### config.mk
export PLATFORM = sky130hd
export DESIGN_NAME = vector_sig_harness
export DESIGN_NICKNAME = d
export VERILOG_FILES = /design/src/rtl/vsh_pkg.sv /design/src/rtl/galois_lfsr.sv /design/src/rtl/vector_sig_harness.sv
export SDC_FILE = /design/constraint.sdc
export NUM_CORES = 1
export LEC_CHECK = 0
export ABC_AREA = 1
export CORE_MARGIN = 3
export CORE_UTILIZATION = 54
export CTS_CLUSTER_SIZE = 12
export DETAILED_ROUTE_END_ITERATION = 10
export PLACE_DENSITY_LB_ADDON = 0.15
export SYNTH_ARGS = -nofsm -noshare
export SYNTH_HDL_FRONTEND = slang
export SYNTH_SLANG_ARGS = --single-unit
### constraint.sdc
create_clock -name clk -period 3.3 [get_ports clk]
set_input_delay 0.66 -clock clk [delete_from_list [all_inputs] [get_ports clk]]
set_output_delay 0.66 -clock clk [all_outputs]
set_load 0.05 [all_outputs]
### src/rtl/vsh_pkg.sv
// Shared types and defaults for the vector signature harness.
package vsh_pkg;

  typedef enum logic [1:0] {
    IDLE  = 2'd0,
    RUN   = 2'd1,
    DRAIN = 2'd2
  } state_t;

  localparam logic [35:0] DEF_LFSR_POLY = 36'h0_0000_0801;
  localparam logic [35:0] DEF_LFSR_SEED = 36'h0_0000_0001;
  localparam logic [15:0] DEF_MISR_POLY = 16'h1021;
  localparam logic [15:0] DEF_MISR_SEED = 16'h0000;

  localparam logic MODE_LFSR = 1'b0;
  localparam logic MODE_EXT  = 1'b1;

endpackage

### src/rtl/galois_lfsr.sv
// Galois shift register with parallel load; din folds data in, so the same
// block serves as a pattern generator (din=0) or as a MISR.
module galois_lfsr #(
  parameter int             W    = 16,
  parameter logic [W-1:0]   POLY = '0
) (
  input  logic         clk,
  input  logic         rst_n,
  input  logic         load,
  input  logic [W-1:0] seed,
  input  logic         en,
  input  logic [W-1:0] din,
  output logic [W-1:0] q
);

  logic [W-1:0] q_nxt;

  assign q_nxt = {q[W-2:0], 1'b0} ^ (q[W-1] ? POLY : '0) ^ din;

  always_ff @(posedge clk or negedge rst_n) begin
    if (!rst_n)    q <= '0;
    else if (load) q <= seed;
    else if (en)   q <= q_nxt;
  end

endmodule

### src/rtl/vector_sig_harness.sv
// Drives a combinational/pipelined benchmark DUT with N vectors and compacts
// its responses into a MISR signature that is compared against a golden value.
module vector_sig_harness
  import vsh_pkg::*;
#(
  parameter int                IN_W      = 36,
  parameter int                OUT_W     = 7,
  parameter int                SIG_W     = 16,
  parameter int                CNT_W     = 16,
  parameter int                DUT_LAT   = 0,
  parameter logic [IN_W-1:0]   LFSR_POLY = DEF_LFSR_POLY,
  parameter logic [IN_W-1:0]   LFSR_SEED = DEF_LFSR_SEED,
  parameter logic [SIG_W-1:0]  MISR_POLY = DEF_MISR_POLY,
  parameter logic [SIG_W-1:0]  MISR_SEED = DEF_MISR_SEED
) (
  input  logic              clk,
  input  logic              rst_n,
  input  logic              start,
  input  logic              mode,
  input  logic [CNT_W-1:0]  num_vec,
  input  logic [IN_W-1:0]   ext_vec,
  input  logic              ext_valid,
  output logic              ext_ready,
  output logic [IN_W-1:0]   dut_in,
  input  logic [OUT_W-1:0]  dut_out,
  input  logic [SIG_W-1:0]  gold_sig,
  output logic              busy,
  output logic              done,
  output logic [SIG_W-1:0]  signature,
  output logic              sig_match,
  output logic [CNT_W-1:0]  vec_count
);

  localparam int              PIPE_W     = DUT_LAT + 1;
  // Stages younger than the capture stage; DRAIN ends once these are empty.
  localparam logic [PIPE_W-1:0] LOWER_MASK = PIPE_W'((1 << DUT_LAT) - 1);

  function automatic logic [SIG_W-1:0] misr_step(input logic [SIG_W-1:0] s,
                                                 input logic [SIG_W-1:0] d);
    return {s[SIG_W-2:0], 1'b0} ^ (s[SIG_W-1] ? MISR_POLY : '0) ^ d;
  endfunction

  state_t              state, state_nxt;
  logic                mode_q;
  logic [CNT_W-1:0]    num_q;
  logic [PIPE_W-1:0]   vld_pipe;
  logic [IN_W-1:0]     lfsr_q;
  logic [SIG_W-1:0]    resp_ext;
  logic                start_ok, issue, last_issue, cap, drain_done;

  assign start_ok   = (state == IDLE) && start;
  assign ext_ready  = (state == RUN) && (mode_q == MODE_EXT);
  assign issue      = (state == RUN) && ((mode_q == MODE_LFSR) || ext_valid);
  assign last_issue = issue && ((vec_count + CNT_W'(1)) == num_q);
  assign cap        = vld_pipe[DUT_LAT];
  assign drain_done = (state == DRAIN) && cap && ((vld_pipe & LOWER_MASK) == '0);
  assign busy       = (state != IDLE);
  assign resp_ext   = SIG_W'(dut_out);

  galois_lfsr #(.W(IN_W), .POLY(LFSR_POLY)) u_vec_lfsr (
    .clk   (clk),
    .rst_n (rst_n),
    .load  (start_ok),
    .seed  (LFSR_SEED),
    .en    (issue && (mode_q == MODE_LFSR)),
    .din   ('0),
    .q     (lfsr_q)
  );

  galois_lfsr #(.W(SIG_W), .POLY(MISR_POLY)) u_misr (
    .clk   (clk),
    .rst_n (rst_n),
    .load  (start_ok),
    .seed  (MISR_SEED),
    .en    (cap),
    .din   (resp_ext),
    .q     (signature)
  );

  always_ff @(posedge clk or negedge rst_n) begin
    if (!rst_n) state <= IDLE;
    else        state <= state_nxt;
  end

  always_comb begin
    state_nxt = state;
    case (state)
      IDLE:    if (start && (num_vec != '0)) state_nxt = RUN;
      RUN:     if (last_issue)               state_nxt = DRAIN;
      DRAIN:   if (drain_done)               state_nxt = IDLE;
      default:                               state_nxt = IDLE;
    endcase
  end

  // Issue stage feeds dut_in; valid travels down vld_pipe to the capture point.
  always_ff @(posedge clk or negedge rst_n) begin
    if (!rst_n) begin
      mode_q    <= MODE_LFSR;
      num_q     <= '0;
      vec_count <= '0;
      done      <= 1'b0;
      sig_match <= 1'b0;
      dut_in    <= '0;
      vld_pipe  <= '0;
    end else begin
      done     <= 1'b0;
      vld_pipe <= (vld_pipe << 1) | PIPE_W'(issue);
      if (start_ok) begin
        mode_q    <= mode;
        num_q     <= num_vec;
        vec_count <= '0;
        sig_match <= 1'b0;
        if (num_vec == '0) begin
          done      <= 1'b1;
          sig_match <= (MISR_SEED == gold_sig);
        end
      end
      if (issue) begin
        dut_in    <= (mode_q == MODE_LFSR) ? lfsr_q : ext_vec;
        vec_count <= vec_count + CNT_W'(1);
      end
      // Compare against the value the MISR takes on this same edge.
      if (drain_done) begin
        done      <= 1'b1;
        sig_match <= (misr_step(signature, resp_ext) == gold_sig);
      end
    end
  end

endmodule

### Yosys cells after proc, flatten, opt, wreduce, memory -nomap -nowiden

Cells that the tools add are included.

| cells by class | value |
|---|---|
| add/sub/neg operators | 1 |
| eq/ne operators | 7 |
| mux-type cells | 19 |
| bitwise operators | 4 |
| reduce and logical (&&, ||, !) cells | 18 |

Operators by type and width:

| kind | count |
|---|---|
| $mux W36 | 3 |
| $mux W16 | 4 |
| $xor A36 B36 Y36 | 1 |
| $eq A16 B16 Y1 | 2 |
| $logic_not A16 Y1 | 2 |
| $add A16 B1 Y16 const B | 1 |
| $reduce_bool A16 Y1 | 1 |
| $xor A16 B13 Y16 | 1 |
| $xor A16 B7 Y16 | 1 |
| $mux W13 | 1 |
| $mux W12 | 1 |
| $reduce_bool A2 Y1 | 5 |
| $logic_and A1 B1 Y1 | 7 |
| $mux W1 | 6 |
| $mux W2 | 3 |
| $pmux W2 S3 | 1 |
| $ne A2 B2 Y1 const B | 2 |
| $reduce_and A3 Y1 | 1 |
| $eq A2 B1 Y1 const B | 1 |
| $eq A2 B2 Y1 const B | 1 |
| $logic_not A2 Y1 | 1 |
| $ne A2 B1 Y1 const B | 1 |
| $logic_or A1 B1 Y1 | 1 |
| $not A1 Y1 | 1 |

| word-level totals | value |
|---|---|
| register bits | 126 |
| output and inout port bits | 72 |
| word-level logic and storage cells | 59 |

### Longest topological paths before layout

| logic depth | value |
|---|---|
| word-level depth | 6 |
| depth in mapped cells | 14 |
| gate-level depth less buffers | 13 |

### By module

A second synthesis with hierarchy kept.

| second synthesis, totals | value |
|---|---|
| cells, all modules | 830 |
| area, all modules | 7010.5 sq um |

By module, submodules not included:

| module | times used | cells an instance | area each (sq um) | sequential area each (sq um) |
|---|---|---|---|---|
| vector_sig_harness | 1 | 576 | 4207.8 | 1851.8 |
| galois_lfsr at u_vec_lfsr | 1 | 166 | 1841.8 | 900.9 |
| galois_lfsr at u_misr | 1 | 88 | 960.9 | 400.4 |

### Worst setup path before layout

No wires, ideal clock.

| path | value |
|---|---|
| path kind | register to output |
| start point | register mode_q |
| end point | output ext_ready |
| data arrival time | 1.550 ns |
| path slack | 1.090 ns |
| stages on the path, launching flop included | 6 |
| path buffers | 3 |
| path through | dfrtp_1 buf_2 inv_2 buf_2 clkbuf_1 nor2_1 |

| on the way | value |
|---|---|
| word-level cells in the longest chain between the ends | 1 |

Ends and longest elaborated chain:

| element | line | text |
|---|---|---|
| start, declared | vector_sig_harness.sv:44 | `logic mode_q;` |
| start signal, assigned | vector_sig_harness.sv:109 | `mode_q <= mode;` |
| $logic_and A1 B1 Y1 | vector_sig_harness.sv:52 | `assign ext_ready = (state == RUN) && (mode_q == MODE_EXT);` |
| end, declared | vector_sig_harness.sv:23 | `output logic ext_ready,` |

Every way passes these cells.

### Worst setup path after layout

Same ends and word-level chain as after synthesis.

==> out/metrics.yaml <==
num_vias: 5955
critPathMaxFanout: 39
cts_tree: "built"
postRouteAntennaNets: 0
coreArea_um2: 11000
placed_cell_area_um2: 7760
grt_max_degree: 74
cts.clk_slew.worst_paths_ns: 0.06
ir_drop_mv: 0.790
relSlewSlack_pct: 47.2
critical-path-top-delay-family: "buffers and inverters"
path_cells: "buf_4, inv_2, buf_4, nor2_1, buf_12"
seq_area_frac_synth_pct: 51.3
drc: 0
dp_hpwl_mm: 11.8
synthFlopType: "dfrtp_1"
yosysMostFrequentCell: "nand2_1"
skew_ns: 0.00675
synth.area.top_cells: "dfrtp_1, nand2_1, o21ai_0, nand3_1, nor2_1"
netlist-cell-type-count: 29
die_h_um: 113
hold_violations: 0
p_int_w: 0.00501
fp.dieW_um: 113
cts.sinks: 126
numCtsBuffers: 17
combPwrFrac_pct: 50.7
globalplace.congestion: 0.892
required_ns: 2.64
cp-start-kind: "flip-flop"
first_iter_violations: 488
grt_pass1_wl_mm: 28.9
syn_to_final_growth_pct: 36.3
antenna_found_initial: 0
grtUsageTotal_pct: 28.2
clock_path_buffers: 2
path_buf_inv: 4
yosys_register_bits: 126
synth_common_cells: "nand2_1, dfrtp_1, nor2_1, o21ai_0, nand3_1"
status: "complete, no violations"
insertedDiodeCount: 0
drt_pre_antenna_iters: 7
worst_slew_pin_slew_ns: 0.793
design_area_um2: 8370
power_switching_share_pct: 47.0
drive_above_1_share_pct: 6.25
crit_path_frequent_cell: "buf_4"
clk-insertion-delay-late_ns: 0.41
critPathCaptureType: "output port"
initial_utilization_pct: 55.9
netlist_instances: 771
rsz0062_at_grt: "no"
synth_top_area_cell: "dfrtp_1"
critPathKind: "flip-flop to output port"
pwr-share-seq_pct: 29.2
fin_crit_sh_pct: 76.0
critPathSlowestCell: "buf_4"
cts-root-buf: "clkbuf_16"
grt_pass1_vias: 6087
cts_hold_buf: 0
postCtsSetupRepairBufs: 0
dieArea_um2: 12700
globalRouteOverflowTotal: 0
p_switching_w: 0.00444
totalWireLength_mm: 17.1
synth_area_um2: 6140
hold_class: "input port to asynchronous set/reset pin"
drv_cap: 0
setup_viol: 0
fin_nets: 996
vias_per_cell: 5.58
cts_resized: 0
rows: 38
syn_area_per_cell_um2: 7.97
synth-edff-count: 0
synth-async-reset-ratio_pct: 100
p_leak_nw: 3.69
fin_tns_setup_ns: 0
io_pins: 152
post-route-util_pct: 76.2
port_buffers: 151
max_stage_delay_ns: 0.35
yosysWarnings: 0
synth_nets: 852
critical_path_arrival_ns: 1.85
clkPwrFrac_pct: 20.1
fmax_mhz: 399
wl_per_cell_um: 16.0
htreeDepth: 4
slew_viol_final: 0
p_per_area_nw_per_um2: 1130
netlist.area_leader.share_pct: 51.3
period_needed_ns: 2.51
## layer usage
layer  vias to the layer above  track usage [%]  routed length (um)
met5                         -                0                   0
met4                         0             9.29                 365
met3                        33             7.33                1050
met2                       229             47.4                8640
met1                      2863             35.6                7050
li1                       2830                -                   -
## through the flow
step,hold WS [ns],instances,power (W),worst slack [ns]
detailed placement,0.473,1036,0.00750,0.670
floorplan,0.364,771,0.00598,1.09
finish,0.329,1068,0.00945,0.793
global placement,0.465,1036,0.00738,0.749
CTS,0.349,1068,0.00947,0.778
global route,0.366,1068,0.0100,0.662
## registers in the layout, indices dropped and copies added, names as in the netlist
| signal | count |
|---|---|
| state | 2 |
| dut_in | 36 |
| u_misr.q | 16 |
| cap | 1 |
| mode_q | 1 |
| done | 1 |
| u_vec_lfsr.q | 36 |
| num_q | 16 |
| sig_match | 1 |
| vec_count | 16 |
## final timing paths
kind                                                  start                           to  slack (ns)  cells after the start
worst max register to register     vec_count[0]$_DFFE_PN0P_         state[0]$_DFFE_PN0P_        1.08                     12
max in group asynchronous                             rst_n    vec_count[13]$_DFFE_PN0P_        2.23                      2
worst min-delay path                                  rst_n     vec_count[8]$_DFFE_PN0P_        0.33                      1
worst max-delay path                     mode_q$_DFFE_PN0P_                    ext_ready        0.79                      5
worst min register to register  u_vec_lfsr.q[4]$_DFFE_PN0P_  u_vec_lfsr.q[4]$_DFFE_PN0P_        0.49                      2
min in group clk                u_vec_lfsr.q[4]$_DFFE_PN0P_  u_vec_lfsr.q[4]$_DFFE_PN0P_        0.49                      2
## worst reg2reg max path, delay by kind of cell (launching register included)
family | cells | cell delay (ns)
adder cells (fa/ha/maj) | 1 | 0.24
flip-flops | 1 | 0.45
AND/OR/NAND/NOR | 11 | 1.42
## logic make-up (layout without fill, tap and decap cells)
group | Yosys count | count (layout) | share of synthesized area, %
flip-flops | 126 | 126 | 51.3
AND/OR/NAND/NOR | 401 | 401 | 27.4
buffers and inverters | 92 | 249 | 6.19
XOR/XNOR | 23 | 23 | 3.28
AO/OA/AOI/OAI | 128 | 128 | 11.6
adder cells (fa/ha/maj) | 1 | 1 | 0.204
## power groups by stage
stage                     logic (W)  registers, W  clock network [W]
after global placement      0.00464       0.00275                  0
after global routing        0.00519       0.00286            0.00198
after detailed placement    0.00475       0.00275                  0
final                       0.00479       0.00276            0.00190
after CTS                   0.00480       0.00275            0.00191
after floorplan             0.00196       0.00402                  0
## cell usage in the layout, fill, tap and decap left out, drive strengths merged, types with 14 or more instances in the layout
master	Yosys	final
nand2	239	239
clkdlybuf4s50	0	149
o21ai	73	73
nand4	14	14
xnor2	20	20
a31oi	36	36
clkbuf	18	19
nor2	78	78
o22ai	14	14
inv	58	60
nand3	62	62
dfrtp	126	126
## layout make-up
cell class	count	area, um2
fillers	793	2610
flip-flops and latches	126	3150
inverters	58	218
clock inverters	13	163
repair buffers	159	1600
multi-input cells	553	2620
clock buffers	19	443
well taps	140	175
No activity file was read; power rests on OpenSTA's default activity.
